<file path="src/rtl/key_debounce_step.sv">
// key_debounce_step: conditions a raw, bouncing push-button into clean
// single-cycle pulses for the 7-segment digit counters. The input passes
// through a two-flop synchroniser and is normalised so that 1 = pressed.
// A four-state FSM then debounces it and, if enabled, produces auto-repeat
// step pulses while the button is held.
module key_debounce_step #(
  parameter int ACTIVE_LOW      = 1,
  parameter int CNT_W           = 20,
  parameter int DEBOUNCE_CYCLES = 500000,
  parameter int REPEAT_EN       = 0,
  parameter int REP_W           = 26,
  parameter int REPEAT_DELAY    = 25000000,
  parameter int REPEAT_PERIOD   = 10000000
) (
  input  logic clk,
  input  logic rst,
  input  logic btn_in,
  output logic level,
  output logic press_pulse,
  output logic release_pulse,
  output logic step
);

  // Raw level of an unpressed button. The synchroniser resets to this value,
  // so a button held through reset is seen as a fresh press afterwards.
  localparam logic RAW_IDLE = (ACTIVE_LOW != 0);

  localparam logic [CNT_W-1:0] DEB_LAST    = CNT_W'(DEBOUNCE_CYCLES - 1);
  localparam logic [REP_W-1:0] DELAY_LAST  = REP_W'(REPEAT_DELAY - 1);
  localparam logic [REP_W-1:0] PERIOD_LAST = REP_W'(REPEAT_PERIOD - 1);

  typedef enum logic [1:0] {
    IDLE,
    PRESS_WAIT,
    HELD,
    REL_WAIT
  } state_t;

  state_t           state;
  logic             sync_a;
  logic             sync_b;
  logic             btn_s;
  logic [CNT_W-1:0] cnt;
  logic [REP_W-1:0] rcnt;
  logic             phase;

  // Two-flop synchroniser bringing the asynchronous button into the clk domain.
  always_ff @(posedge clk) begin
    if (rst) begin
      sync_a <= RAW_IDLE;
      sync_b <= RAW_IDLE;
    end else begin
      sync_a <= btn_in;
      sync_b <= sync_a;
    end
  end

  assign btn_s = (ACTIVE_LOW != 0) ? ~sync_b : sync_b;

  // Debounce / auto-repeat FSM; every output is a register updated here.
  always_ff @(posedge clk) begin
    if (rst) begin
      state         <= IDLE;
      cnt           <= '0;
      rcnt          <= '0;
      phase         <= 1'b0;
      level         <= 1'b0;
      press_pulse   <= 1'b0;
      release_pulse <= 1'b0;
      step          <= 1'b0;
    end else begin
      press_pulse   <= 1'b0;
      release_pulse <= 1'b0;
      step          <= 1'b0;
      case (state)
        IDLE: begin
          level <= 1'b0;
          rcnt  <= '0;
          phase <= 1'b0;
          cnt   <= '0;
          if (btn_s) begin
            state <= PRESS_WAIT;
          end
        end
        PRESS_WAIT: begin
          if (!btn_s) begin
            state <= IDLE;
            cnt   <= '0;
          end else if (cnt == DEB_LAST) begin
            state       <= HELD;
            cnt         <= '0;
            rcnt        <= '0;
            phase       <= 1'b0;
            level       <= 1'b1;
            press_pulse <= 1'b1;
            step        <= 1'b1;
          end else begin
            cnt <= cnt + 1'b1;
          end
        end
        HELD: begin
          if (!btn_s) begin
            // A release wins over a repeat that would fire in the same cycle.
            state <= REL_WAIT;
            cnt   <= '0;
            rcnt  <= '0;
          end else if (REPEAT_EN != 0) begin
            if (!phase && (rcnt == DELAY_LAST)) begin
              step  <= 1'b1;
              phase <= 1'b1;
              rcnt  <= '0;
            end else if (phase && (rcnt == PERIOD_LAST)) begin
              step <= 1'b1;
              rcnt <= '0;
            end else begin
              rcnt <= rcnt + 1'b1;
            end
          end else begin
            rcnt <= '0;
          end
        end
        REL_WAIT: begin
          if (btn_s) begin
            // Bounce back to held: repeat timing restarts from the first delay.
            state <= HELD;
            cnt   <= '0;
            rcnt  <= '0;
            phase <= 1'b0;
          end else if (cnt == DEB_LAST) begin
            state         <= IDLE;
            cnt           <= '0;
            level         <= 1'b0;
            release_pulse <= 1'b1;
          end else begin
            cnt <= cnt + 1'b1;
          end
        end
        default: begin
          state <= IDLE;
          cnt   <= '0;
          rcnt  <= '0;
          phase <= 1'b0;
          level <= 1'b0;
        end
      endcase
    end
  end

endmodule

</file>
<file path="config.mk">
export PLATFORM = sky130hd
export DESIGN_NAME = key_debounce_step
export DESIGN_NICKNAME = d
export VERILOG_FILES = /design/src/rtl/key_debounce_step.sv
export SDC_FILE = /design/constraint.sdc
export NUM_CORES = 1
export LEC_CHECK = 0
export CORE_ASPECT_RATIO = 1.1
export CORE_MARGIN = 2
export CORE_UTILIZATION = 30
export CTS_BUF_LIST = sky130_fd_sc_hd__clkbuf_2 sky130_fd_sc_hd__clkbuf_4 sky130_fd_sc_hd__clkbuf_8
export CTS_CLUSTER_SIZE = 8
export DETAILED_ROUTE_END_ITERATION = 10
export SLEW_MARGIN = 20
export SYNTH_ARGS = -nofsm -noshare
export SYNTH_HDL_FRONTEND = slang
export SYNTH_SLANG_ARGS = --single-unit
export TNS_END_PERCENT = 10
</file>
<file path="constraint.sdc">
create_clock -name clk -period 2.2 [get_ports clk]
set_input_delay 0.33 -clock clk [delete_from_list [all_inputs] [get_ports clk]]
set_output_delay 0.33 -clock clk [all_outputs]
set_load 0.02 [all_outputs]
</file>
==> reports/metrics.cfg <==
[run_status]
status = finished, final reports clean

[finish]
area_growth_pct = 12.2
final_common_cell = dfxtp_1
final_cells = 221
mostFrequentLayoutCells = 27 x dfxtp_1, 16 x a21oi_1, 14 x nand3_1
diodes = 0
filler_cell_count = 465
drive_gt1_share_pct = 12.6
fin_nets = 172
final_area_um2 = 1560

[min_path]
hp-class = reg2reg

[sta]
period_needed_ps = 2040
max_freq_mhz = 490
maxSlewHeadroom_pct = 69.0
finalMaxSlewViolations = 0
worstMarginPinSlew_ps = 465
setup_violations = 0
finalClockSkew_ps = 4.97
hold_viol = 0
setup-tns-final_ps = 0
grt_setup_unrepaired = false
fin_ws_ps = 161
min_period_over_period_pct = 92.7

[grt]
grt_pass1_vias = 1042
grt_start_max_net_pins = 17
grt_usage_pct = 11.5
grt_pass1_wl_um = 4580
grt-ovfl-total = 0
antenna_found_initial = 0

[synth]
synthCells = 159
synthFlopType = dfxtp_1
synth-edff-count = 0
synth_nets = 163
syn_area_per_cell_um2 = 8.73
ys_types = 46
ys_ff_latch = 27
synth_seq_area_share_pct = 38.9
async_flop_share_pct = 0
synth_area_um2 = 1390
ys_warn_count = 0

[clocking]
clock-root-buffer = clkbuf_8
cts_max_path_buffers = 2
cts_tree = done
post-cts-setup-buffers = 0
ctsResizeCount = 0
clkLatencyLatePin_ps = 270
h-tree-depth = 1
cts_made_buffers = 3
path_clk_slew_ps = 90
cts.sinks = 27
postCtsHoldBufs = 0

[critical_path]
crit_slowest_cell = dfxtp_1
worstPathRequired_ps = 2370
critPathArrivalTime_ps = 2210
path_class = reg2reg
crit_path_cell_trace = ha_1 > and4_2 > and4b_2 > a31oi_4 > buf_4 > a21o_1 > a22o_1
end_kind = register
start_kind = register
critPathMaxStageDelay_ps = 400
worstPathMaxFanout = 12

[power]
p_seq_share_pct = 62.4
peakVddDrop_v = 0.000305
power.density_nw_per_um2 = 507
clock_power_share_pct = 35.9
swShare_pct = 20.7
p_comb_share_pct = 1.7
intPower_uw = 627
power.leakage_nw = 0.507
p_sw_uw = 163

[floorplanning]
core_um2 = 4380
die-height_um = 75.4
num_io_pins = 7
die_area_um2 = 5190
die_w_um = 68.9
initial_core_util_pct = 31.7
rows = 25

[detailed_routing]
antenna_left = 0
first_pass_iters = 4
met1_length_um = 1400
met2_length_um = 1230
routed_wl_um = 2680
vias_per_cell = 5.09
wl_per_cell_um = 12.1
via_count = 1124
drc = 0
wl_met3_um = 42
highest_layer = met4
drt-initial-drc-count = 56

[place]
placed_area_um2 = 1510
dp.cells = 217
post-place-ws_ps = 184
gp_congestion = 0.756
port_buffers = 6
place_hpwl_um = 1950

[run]
cap_violations = 0

## worst max-delay path, delay by kind of cell, from the launching register on
kind                     cells  cell delay [ps]
flip-flops                   1              400
AO/OA/AOI/OAI                3              510
buffers and inverters        1              210
adder cells (fa/ha/maj)      1              220
AND/OR/NAND/NOR              2              590
## Yosys cell counts, drive strengths merged (4+ instances only)
| cell | n | area (um2) |
|---|---|---|
| nand3b | 4 | 33.8 |
| or3 | 4 | 25.0 |
| nor2 | 9 | 33.8 |
| a21oi | 16 | 80.1 |
| nand2 | 11 | 41.3 |
| nand3 | 14 | 70.1 |
| dfxtp | 27 | 541 |
| nand4 | 5 | 31.3 |
| inv | 9 | 33.8 |
| mux2i | 10 | 100 |
| buf | 6 | 45.0 |
| o21ai | 6 | 30.0 |
## metal layers
layer	vias to the layer above	global-route usage (%)
met4	0	3.27
met2	6	19.2
met1	523	15.3
met5	-	0
met3	2	1.92
li1	593	-
## registers in the layout, indices dropped and copies added (netlist names), named ones only
| signal | flops |
|---|---|
| step | 1 |
| cnt | 20 |
| level | 1 |
| state | 1 |
| release_pulse | 1 |
| sync_a | 1 |
| sync_b | 1 |
## per-stage QoR
stage	total power, mW	hold slack (ps)	utilization [%]
detailed placement	0.518	394	34.5
floorplan	0.511	389	-
finish	0.790	416	35.6
global placement	0.518	393	34.5
global route	0.828	438	35.6
CTS	0.804	418	35.6
## power groups by stage
stage          registers [mW]  logic [mW]  clock network (mW)
6_report                0.493      0.0136               0.284
4_1_cts                 0.493      0.0137               0.297
2_1_floorplan           0.504     0.00761                   0
3_5_place_dp            0.504      0.0137                   0
3_3_place_gp            0.504      0.0138                   0
5_1_grt                 0.493      0.0153               0.319
## kinds of logic after synthesis
kind of cell | synth area share [%]
fa+ha+maj | 0.901
simple gates | 29.3
buf+inv | 6.22
flops | 38.9
mux | 7.21
xor+xnor | 1.26
compound gates | 16.2
## layout make-up
| type | count | area [um2] | area share, % |
|---|---|---|---|
| tap | 54 | 67.6 | 4.34 |
| sequential | 27 | 541 | 34.7 |
| timing repair buffer | 12 | 105 | 6.75 |
| multi-input combinational | 115 | 762 | 48.9 |
| inverter | 9 | 33.8 | 2.17 |
| clock inverter | 1 | 7.51 | 0.482 |
| clock buffer | 3 | 41.3 | 2.65 |
## path summary, 6_finish.rpt
| check | slack [ps] | end | cells after the start | startpoint |
|---|---|---|---|---|
| max | 160 | cnt[4]$_SDFFE_PP0N_ | 7 | cnt[0]$_SDFFE_PP0N_ |
| min | 420 | sync_b$_SDFF_PP1_ | 1 | sync_a$_SDFF_PP1_ |
| max reg2reg | 160 | cnt[4]$_SDFFE_PP0N_ | 7 | cnt[0]$_SDFFE_PP0N_ |
| min reg2reg | 420 | sync_b$_SDFF_PP1_ | 1 | sync_a$_SDFF_PP1_ |
(Power assumes the default switching activity.)
